**src/rtl/nrisc_fetch_seq.sv**
```systemverilog
// Fetch sequencer: registered program counter, instruction register and a call/return stack with sticky errors.
// Optional macro NRISC_FETCH_OVF_TRAP_EN redirects an overflowing call to TRAP_VECTOR instead of the call target.
module nrisc_fetch_seq #(
    parameter int             TAM          = 16,
    parameter int             NSTACK       = 8,
    parameter logic [TAM-1:0] RESET_VECTOR = '0,
    parameter logic [TAM-1:0] TRAP_VECTOR  = 16'hFFF0
) (
    input  logic                        clk,
    input  logic                        rst,
    input  logic                        mem_ready,
    input  logic [TAM-1:0]              instr_in,
    input  logic [1:0]                  pc_ctrl,
    input  logic                        call,
    input  logic [TAM-1:0]              target,
    input  logic [2:0]                  flags_in,
    output logic [TAM-1:0]              ProgADDR,
    output logic [TAM-1:0]              instr_out,
    output logic                        instr_valid,
    output logic [2:0]                  flags_out,
    output logic [$clog2(NSTACK+1)-1:0] stack_depth,
    output logic [1:0]                  stack_err
);

    localparam int DW = $clog2(NSTACK + 1);
    localparam int AW = $clog2(NSTACK);

    logic [TAM-1:0] r_pc;
    logic [TAM-1:0] r_instr;
    logic           r_valid;
    logic [2:0]     r_flags;
    logic [DW-1:0]  r_depth;
    logic [1:0]     r_err;
    logic [TAM-1:0] r_stk_pc [NSTACK];
    logic [2:0]     r_stk_fl [NSTACK];

    logic [TAM-1:0] w_pc_inc;
    logic [TAM-1:0] w_next_pc;
    logic [DW-1:0]  w_next_depth;
    logic [2:0]     w_next_flags;
    logic           w_push;
    logic [1:0]     w_err_new;
    logic           w_full;
    logic           w_empty;
    logic [DW-1:0]  w_depth_dec;
    logic [AW-1:0]  w_push_idx;
    logic [AW-1:0]  w_pop_idx;

    assign w_pc_inc    = r_pc + {{(TAM-1){1'b0}}, 1'b1};
    assign w_full      = (r_depth == DW'(NSTACK));
    assign w_empty     = (r_depth == {DW{1'b0}});
    assign w_depth_dec = r_depth - {{(DW-1){1'b0}}, 1'b1};
    assign w_push_idx  = r_depth[AW-1:0];
    assign w_pop_idx   = w_depth_dec[AW-1:0];

    // Next program address, stack movement and new error bits for a ready cycle
    always_comb begin
        w_next_pc    = r_pc;
        w_next_depth = r_depth;
        w_next_flags = r_flags;
        w_push       = 1'b0;
        w_err_new    = 2'b00;
        case (pc_ctrl)
            2'b00: w_next_pc = w_pc_inc;
            2'b01: w_next_pc = r_pc;
            2'b10: begin
                if (call) begin
                    if (w_full) begin
                        w_err_new[0] = 1'b1;
`ifdef NRISC_FETCH_OVF_TRAP_EN
                        w_next_pc    = TRAP_VECTOR;
`else
                        w_next_pc    = target;
`endif
                    end else begin
                        w_push       = 1'b1;
                        w_next_depth = r_depth + {{(DW-1){1'b0}}, 1'b1};
                        w_next_pc    = target;
                    end
                end else begin
                    w_next_pc = target;
                end
            end
            2'b11: begin
                // An empty-stack return behaves as a plain increment
                if (w_empty) begin
                    w_err_new[1] = 1'b1;
                    w_next_pc    = w_pc_inc;
                end else begin
                    w_next_pc    = r_stk_pc[w_pop_idx];
                    w_next_flags = r_stk_fl[w_pop_idx];
                    w_next_depth = w_depth_dec;
                end
            end
            default: w_next_pc = r_pc;
        endcase
    end

    // Architectural state: PC, instruction register, flags, depth and sticky errors
    always_ff @(posedge clk) begin
        if (rst) begin
            r_pc    <= RESET_VECTOR;
            r_instr <= {TAM{1'b0}};
            r_valid <= 1'b0;
            r_flags <= 3'b000;
            r_depth <= {DW{1'b0}};
            r_err   <= 2'b00;
        end else begin
            r_valid <= mem_ready;
            if (mem_ready) begin
                r_instr <= instr_in;
                r_pc    <= w_next_pc;
                r_flags <= w_next_flags;
                r_depth <= w_next_depth;
                r_err   <= r_err | w_err_new;
            end else begin
                r_instr <= r_instr;
            end
        end
    end

    // Return-stack storage; slots above the depth are never read
    always_ff @(posedge clk) begin
        if (!rst && mem_ready && w_push) begin
            r_stk_pc[w_push_idx] <= w_pc_inc;
            r_stk_fl[w_push_idx] <= flags_in;
        end else begin
            r_stk_pc[w_push_idx] <= r_stk_pc[w_push_idx];
        end
    end

    assign ProgADDR    = r_pc;
    assign instr_out   = r_instr;
    assign instr_valid = r_valid;
    assign flags_out   = r_flags;
    assign stack_depth = r_depth;
    assign stack_err   = r_err;

endmodule

```
**config.mk**
```make
export PLATFORM = sky130hd
export DESIGN_NAME = nrisc_fetch_seq
export DESIGN_NICKNAME = d
export VERILOG_FILES = /design/src/rtl/nrisc_fetch_seq.sv
export SDC_FILE = /design/constraint.sdc
export NUM_CORES = 1
export LEC_CHECK = 0
export CAP_MARGIN = 20
export CORE_MARGIN = 3
export CORE_UTILIZATION = 30
export DETAILED_ROUTE_END_ITERATION = 10
export SYNTH_ARGS = -nofsm -noshare
export SYNTH_HDL_FRONTEND = slang
export SYNTH_SLANG_ARGS = --single-unit
```
**constraint.sdc**
```tcl
create_clock -name clk -period 4.8 [get_ports clk]
set_input_delay 0.96 -clock clk [delete_from_list [all_inputs] [get_ports clk]]
set_output_delay 0.96 -clock clk [all_outputs]
set_load 0.02 [all_outputs]
```
### Yosys cells after proc, flatten, opt, wreduce, memory -nomap -nowiden

Memory sizes are Yosys's and may differ from the RTL's. A register that Yosys moved wholly into a read port is not among the register bits.
Cells that the tools add are included.

* register bits: 39
* RAM bits: 152
* input port bits: 41
* output and inout port bits: 42
* memories: 2

* $add $sub $neg: 3
* equal/unequal tests: 8
* muxes and demuxes: 18
* bitwise logic cells: 4
* reduce and logical (&&, ||, !) cells: 10

Memories
* r_stk_pc: words 8, width 16, read ports 1, clocked after Yosys merged registers in 0, wr ports 1, line 34 `logic [TAM-1:0] r_stk_pc [NSTACK];`
* r_stk_fl: words 8, width 3, read ports 1, clocked after Yosys merged registers in 1, wr ports 1, line 35 `logic [2:0] r_stk_fl [NSTACK];`

Operators with widths (count)
* $pmux W16 S3: 1
* $mux W16: 2
* $add A16 B1 Y16 const B: 1
* $mux W4: 3
* $mux W1: 11
* $pmux W4 S2: 1
* $ne A2 B2 Y1 const B: 3
* $reduce_and A5 Y1: 1
* $add A4 B1 Y4 const B: 1
* $eq A2 B2 Y1 const B: 2
* $eq A4 B4 Y1 const B: 1
* $logic_not A4 Y1: 1
* $reduce_and A2 Y1: 2
* $sub A4 B1 Y4 const B: 1
* $reduce_and A3 Y1: 1
* $eq A2 B1 Y1 const B: 1
* $logic_and A1 B1 Y1: 2
* $logic_not A2 Y1: 1
* $not A1 Y1: 2
* $or A2 B2 Y2: 1
* $reduce_bool A2 Y1: 1
* $logic_not A1 Y1: 1
* $ne A0 B0 Y1: 1
* $or A1 B1 Y1: 1

### Logic depth before layout (Yosys ltp)

Gate-level depths: netlist of the first run.

* depth after elaboration: 8
* mapped depth: 12

### Least setup slack after synthesis of the first run

OpenSTA, ideal clock, no wires.

* kind: reg-to-reg
* start: reg r_depth[0] (netlist: stack_depth[0])
* end: mem r_stk_fl[1][0] (enable)
* setup time: 419 ps
* data arrival time: 3369 ps
* required time: 4381 ps
* slack: 1012 ps
* stages on the path, launching flop included: 9
* cell sequence: dfxtp_1 -> buf_2 -> buf_2 -> clkinv_1 -> ha_1 -> and3b_1 -> nor3_1 -> nand2_1 -> nor3_1

* word-level cells in the longest chain between the ends: 7

Ends and longest elaborated chain
* start, declared: line 32 `logic [DW-1:0] r_depth;`
* start signal, assigned: line 106 `r_depth <= {DW{1'b0}};`
* start signal, assigned: line 114 `r_depth <= w_next_depth;`
* $eq A4 B4 Y1: line 50 `assign w_full = (r_depth == DW'(NSTACK));`
* $mux W1: line 68 `if (w_full) begin`
* $mux W1: line 67 `if (call) begin`
* $mux W1: line 63 `case (pc_ctrl)`
* $logic_and A1 B1 Y1: line 124 `if (!rst && mem_ready && w_push) begin`
* $mux W1: line 124
* $mux W1 (implied by the code): line 126 `r_stk_fl[w_push_idx] <= flags_in;`
* end, declared: line 35

Several ways; a longest one is shown, not always the timed one.

### Worst setup path after layout of the first run

* start: in pc_ctrl[0]
* end: mem r_stk_pc[4][15] (enable)

* word-level cells in the longest chain between the ends: 6
* elaborated cells between the ends (all ways): 8
* those cells by class: eq/ne: 1; mux: 4; bitwise: 1; reduce/logical: 2

Ends and longest elaborated chain
* start, declared: line 13 `input logic [1:0] pc_ctrl,`
* $eq A2 B2 Y1 (*): line 63
* $mux W1 (*): line 63
* $logic_and A1 B1 Y1 (*): line 124
* $mux W1, on equally long branches: line 124, 128
* $mux W1 (implied by the code) / $reduce_and A2 Y1 (equally long branches)
* $or A1 B1 Y1 (no source line) (*)
* end, declared: line 34

Mark *: on every way between the ends. The rest lies on a longest branch, timed or not.

==> flow_metrics.env, run 1 <==
export IMPL_status="complete, no violations"
export IMPL_rsz0062_at_grt="false"
export IMPL_io_buffers=82
export IMPL_diodes=0
export IMPL_clock_path_buffers=2
export IMPL_nNetsFinal=679
export IMPL_worst_pin_slew_ns=1.150
export IMPL_finalClockSkew_ns=0.01013
export IMPL_grtUsageMet3_pct=4.367
export IMPL_synthesis_nets=594
export IMPL_dr_pass1_iters=7
export IMPL_power_density_nw_per_um2=371.0
export IMPL_die_y_um=170.5
export IMPL_worstSkewPairLatency_ns=0.43
export IMPL_grt_pass1_wl_mm=31.62
export IMPL_postCtsSetupBuffers=0
export IMPL_synth_edf_count=152
export IMPL_maxCapViolations=0
export IMPL_yosys_top_cells_area="edfxtp_1, dfxtp_1, mux4_2"
export IMPL_start_kind="input port"
export IMPL_criticalPathCategory="in -> reg"
export IMPL_crit_fanout=15
export IMPL_cts_htree_levels=4
export IMPL_avgSynthCellArea_sq_um=14.79
export IMPL_cts_buffers=17
export IMPL_gp_congestion=0.8794
export IMPL_track_usage_pct=14.66
export IMPL_cts_num_sinks=194
export IMPL_min_period_over_period_pct=70.70
export IMPL_fmax_mhz=294.7
export IMPL_drtIter0Drc=400
export IMPL_die_area_sq_um=29070
export IMPL_yosysSeqAreaShare_pct=66.58
export IMPL_final_util_pct=37.63
export IMPL_cp_startpoint="pc_ctrl[0]"
export IMPL_yosysTopAreaCell="edfxtp_1"
export IMPL_hp_class="reg -> reg"
export IMPL_start_util_pct=30.80
export IMPL_core_sq_um=26350
export IMPL_die_w_um=170.5
export IMPL_synth_seq_cells=194
export IMPL_final_max_slew_viol_count=0
export IMPL_dp_hpwl_mm=14.17
export IMPL_fillCellCount=2437
export IMPL_vias_per_cell=5.149
export IMPL_cts_tree="built"
export IMPL_vias=5056
export IMPL_synthFlopType="edfxtp_1"
export IMPL_endpoint_kind="register"
export IMPL_yosys_warnings=0
export IMPL_setup_tns_ns=0
export IMPL_routed_wl_mm=20.94
export IMPL_crit_arrival_ns=3.52
export IMPL_clk_pin_slew_worst_paths_ns=0.07
export IMPL_reg2reg_from="stack_depth[0]$_SDFFE_PP0P_"
export IMPL_cp_required_ns=4.93
export IMPL_netlist_instances=549
export IMPL_grt_start_max_net_pins=46
export IMPL_ios=83
export IMPL_area_delta_synth_final_pct=22.15
export IMPL_post_route_drc_count=0
export IMPL_ctsHoldBuffers=0
export IMPL_grt_pass1_vias=4929
export IMPL_grtUsageMet1_pct=22.46
export IMPL_grtUsageMet2_pct=20.43
export IMPL_async_reset_ff_share_pct=0
export IMPL_cts_root_buf="clkbuf_16"
export IMPL_grt_overflow=0
export IMPL_worstHoldStart="stack_err[0]$_SDFFE_PP0P_"
export IMPL_num_rows=59
export IMPL_synth_top_cell_area_share_pct=56.23
export IMPL_grt_antenna_before_repair=1
export IMPL_slew_headroom_pct=22.78
export IMPL_wl_per_cell_um=21.33
export IMPL_power_leakage_uw=0.003298
export IMPL_period_needed_ns=3.393
export IMPL_synth_cell_types=50
export IMPL_ir_drop_mv=0.2391
export IMPL_drive_gt1_share_pct=14.06
export IMPL_setup_viol=0
export IMPL_hold_violations=0
export IMPL_post_cts_resized=0
export IMPL_ant_nets=0
export IMPL_synth_area_sq_um=8118
export IMPL_busiest_layer="met1"
-- path summary, 6_finish.rpt --
path,to,slack (ns),cells past startpoint
worst min register to register,stack_err[0]$_SDFFE_PP0P_,0.49,2
worst max register to register,r_stk_pc[4][15]$_DFFE_PP_,1.70,7
worst max-delay path,r_stk_pc[4][15]$_DFFE_PP_,1.41,6
worst min-delay path,stack_err[0]$_SDFFE_PP0P_,0.49,2
-- per-stage QoR --
stage | area (sq um) | std cells | power, uW | setup slack (ns) | hold WS (ns)
2_1_floorplan | 8118 | 549 | 2168 | 1.012 | 0.5707
3_5_place_dp | 9359 | 950 | 2358 | 1.053 | 0.4680
4_1_cts | 9916 | 982 | 3711 | 1.464 | 0.4851
3_3_place_gp | 9359 | 950 | 2356 | 1.069 | 0.4527
5_1_grt | 9916 | 982 | 3819 | 1.346 | 0.5183
6_report | 9916 | 982 | 3679 | 1.407 | 0.4857
-- state kept, by name, summed over array words and instances (netlist names) --
name and cells:
ProgADDR 16, flags_out 3, instr_out 16, instr_valid 1, r_stk_fl 24, r_stk_pc 128, stack_depth 4, stack_err 2
-- critical path: stages --
cell and delay, ns:
clkdlybuf4s50_1 0.65, nand4b_1 0.32, nor3_1 0.53, nand2_1 0.27, nor2_2 0.48, buf_4 0.31
-- per-layer routing --
| metal | share of wire (%) | wire length [um] | vias to the layer above |
|---|---|---|---|
| li1 | - | - | 2298 |
| met1 | 47 | 9770 | 2498 |
| met2 | 42 | 8838 | 241 |
| met3 | 10 | 2176 | 17 |
| met4 | 0.68 | 142 | 2 |
| met5 | 0.062 | 13 | - |
-- synthesized netlist by cell type, types with 4 or more instances --
| library cell | n |
|---|---|
| a211oi_1 | 8 |
| a21oi_1 | 10 |
| a31oi_1 | 5 |
| and3_1 | 5 |
| buf_1 | 7 |
| buf_2 | 5 |
| clkbuf_1 | 17 |
| dfxtp_1 | 42 |
| edfxtp_1 | 152 |
| ha_1 | 4 |
| inv_1 | 7 |
| mux2i_1 | 25 |
| mux4_1 | 6 |
| mux4_2 | 30 |
| nand2_1 | 46 |
| nand3_1 | 12 |
| nand4_1 | 5 |
| nor2_1 | 51 |
| nor2b_1 | 4 |
| nor3_1 | 13 |
| nor4_1 | 5 |
| o21ai_0 | 25 |
| o21bai_1 | 4 |
| o221ai_1 | 4 |
| or3_1 | 5 |
| xnor2_1 | 8 |
| xor2_1 | 10 |
-- cells in the final DEF (no fill, tap or decap), types with 6 or more instances in the layout --
cell type and count:
mux4_2 30, clkdlybuf4s50_1 80, dfxtp_1 41, nand2_1 46, clkbuf_16 17, xnor2_1 8, buf_4 14, edfxtp_1 152
nor3_1 11, o21ai_0 25, mux4_1 6, nand3_1 12, nor2_1 45, a211oi_1 8, a21oi_1 10, nor2_2 6
inv_1 7, mux2i_1 25, xor2_1 10
-- cell type report --
cell class	instances	area, sq um	share of cell area (%)
sequential	194	5406	54.52
clock buffer	20	436.7	4.404
timing repair buffer	96	915.9	9.237
tap	335	419.2	4.227
multi-input combinational	317	2587	26.09
clock inverter	12	120.1	1.211
inverter	8	30.03	0.3028
-- power by group --
group	internal (uW)	switching, uW	total, uW
registers	1850	37.7	1890
logic	182	250	432
clock network	688	670	1360
total	2720	958	3680
-- kinds of logic (layout without fill, tap and decap cells) --
family                   Yosys count  count (layout)  synth area share [%]
AND/OR/NAND/NOR                  154             154                 8.693
buffers and inverters             38             136                 1.880
XOR/XNOR                          19              19                 2.281
adder cells (fa/ha/maj)            4               4                0.6165
AO/OA/AOI/OAI                     76              76                 6.181
flip-flops                       194             194                 66.58
multiplexers                      64              64                 13.76
(Power assumes the default switching activity.)
==> run 2: changes to the inputs <==
Clock period 4.8 ns to 3.37 ns, I/O delays scaled along.
==> run 2 against run 1 <==
  * Largest cell class unchanged
  * Cell area is 2.5% higher
  * Sequential power is 42% higher
  * Non-clock buffer count is 25 higher
  * Final cell count is 2.5% higher
  * Global-route usage is 0.16 points lower
  * Clock power is 43% higher
==> flow_metrics.env, run 2 (same netlist as run 1, synthesis figures left out) <==
export IMPL_post_route_drc_count=0
export IMPL_fin_cells=1007
export IMPL_power_total_uw=5278
export IMPL_drtIter0Drc=545
export IMPL_cp_startpoint="stack_depth[0]$_SDFFE_PP0P_"
export IMPL_post_cts_resized=0
export IMPL_nNetsFinal=704
export IMPL_clock_path_buffers=2
export IMPL_crit_arrival_ns=2.05
export IMPL_wl_per_cell_um=20.83
export IMPL_reg_top3="r_stk_pc x128, r_stk_fl x24"
export IMPL_grt_pass1_vias=5050
export IMPL_dp_hpwl_mm=14.44
export IMPL_r2r_cells=8
export IMPL_pwr_share_clk_pct=36.9
export IMPL_die_y_um=170.5
export IMPL_min_delay_path_depth=2
export IMPL_hold_violations=0
export IMPL_die_w_um=170.5
export IMPL_final_common_cell="edfxtp_1"
export IMPL_start_util_pct=30.80
export IMPL_endpoint_kind="primary output"
export IMPL_switchingPower_uw=1371
export IMPL_hp_class="reg -> reg"
export IMPL_vias_per_cell=5.173
export IMPL_cp_required_ns=2.70
export IMPL_area_delta_synth_final_pct=25.23
export IMPL_track_usage_pct=14.50
export IMPL_setup_viol=0
export IMPL_grt_overflow=0
export IMPL_worstHoldEndpoint="stack_err[0]$_SDFFE_PP0P_"
export IMPL_power_density_nw_per_um2=519.2
export IMPL_grt_pass1_wl_mm=31.41
export IMPL_clk_pin_slew_worst_paths_ns=0.07
export IMPL_start_kind="register"
export IMPL_worstSkewPairLatency_ns=0.44
export IMPL_ios=83
export IMPL_worst_pin_slew_ns=0.8652
export IMPL_reg2reg_from="stack_depth[1]$_SDFFE_PP0P_"
export IMPL_seqPwrFrac_pct=50.9
export IMPL_min_period_over_period_pct=80.93
export IMPL_power_leakage_uw=0.003446
export IMPL_ir_drop_mv=0.3689
export IMPL_cts_buffers=17
export IMPL_cts_tree="built"
export IMPL_cts_htree_levels=4
export IMPL_worstReg2RegEnd="ProgADDR[13]$_SDFFE_PP0P_"
export IMPL_ant_nets=0
export IMPL_layout_setup_ws_ns=0.6425
export IMPL_max_flop_register="r_stk_pc"
export IMPL_fmax_mhz=366.6
export IMPL_final_util_pct=38.57
export IMPL_setup_tns_ns=0
export IMPL_period_needed_ns=2.728
export IMPL_largest_register_ffs=128
export IMPL_worstHoldStart="stack_err[0]$_SDFFE_PP0P_"
export IMPL_io_buffers=82
export IMPL_p_comb_share_pct=12.2
export IMPL_grt_antenna_before_repair=0
export IMPL_status="complete, no violations"
export IMPL_postCtsSetupBuffers=0
export IMPL_pre_cts_ws_ns=0.4619
export IMPL_finalClockSkew_ns=0.01880
export IMPL_num_rows=59
export IMPL_ff2ff_setup_slack_ns=0.87
export IMPL_criticalPathCategory="reg -> out"
export IMPL_slew_headroom_pct=42.13
export IMPL_die_area_sq_um=29070
export IMPL_cts_num_sinks=194
export IMPL_ctsHoldBuffers=0
export IMPL_rsz0062_at_grt="false"
export IMPL_crit_fanout=36
export IMPL_gp_congestion=0.8097
export IMPL_place_inst=975
export IMPL_maxCapViolations=0
export IMPL_layout_common_cells="edfxtp_1, clkdlybuf4s50_1, nand2_1, nor2_1, dfxtp_1"
export IMPL_cts_root_buf="clkbuf_16"
export IMPL_dr_pass1_iters=5
export IMPL_drive_gt1_share_pct=17.26
export IMPL_vias=5209
export IMPL_routed_wl_mm=20.98
export IMPL_swShare_pct=25.98
export IMPL_final_max_slew_viol_count=0
export IMPL_grt_start_max_net_pins=46
export IMPL_p_int_uw=3907
export IMPL_diodes=0
export IMPL_core_sq_um=26350
[run 2: critical path: stages, from the launching register on]
cell and delay [ns]:
dfxtp_2 0.33, buf_4 0.54, clkdlybuf4s50_1 0.75
[run 2: worst max-delay path by stage]
stage | endpoint | slack, ns | depth (start not counted)
3_5_place_dp | r_stk_pc[4][9]$_DFFE_PP_ | 0.46 | 6
2_1_floorplan | r_stk_fl[7][0]$_DFFE_PP_ | 0.09 | 8
4_1_cts | stack_depth[0] | 0.60 | 2
3_3_place_gp | r_stk_pc[4][9]$_DFFE_PP_ | 0.48 | 6
5_1_grt | stack_depth[0] | 0.53 | 2
6_report | stack_depth[0] | 0.64 | 2
[run 2: final cells by class]
type	instances	area, sq um
Fill cell	2421	16190
Clock buffer	18	429.2
Tap cell	335	419.2
Multi-Input combinational cell	317	2600
Inverter	8	30.03
Clock inverter	14	147.6
Timing Repair Buffer	121	1134
Sequential cell	194	5406
[run 2: power groups by stage]
stage | Clock, uW | Sequential [uW] | Combinational (uW)
3_3_place_gp | 0 | 2740 | 644
6_report | 1950 | 2690 | 644
5_1_grt | 2090 | 2690 | 692
2_1_floorplan | 0 | 2760 | 327
4_1_cts | 2000 | 2690 | 648
3_5_place_dp | 0 | 2740 | 645
[run 2: per-stage QoR]
stage	hold slack (ns)	cell area (sq um)
5_1_grt	0.4976	10170
3_5_place_dp	0.4647	9589
4_1_cts	0.4832	10170
3_3_place_gp	0.4478	9589
2_1_floorplan	0.5707	8128
6_report	0.4814	10170
[run 2: layer usage]
layer  vias to the layer above  GRT usage, %  wire length (um)
li1                       2350             -                 -
met4                         0         3.527               197
met3                        14         3.396              1631
met5                         -             0                 0
met2                       194         21.90              9566
met1                      2651         21.28              9580
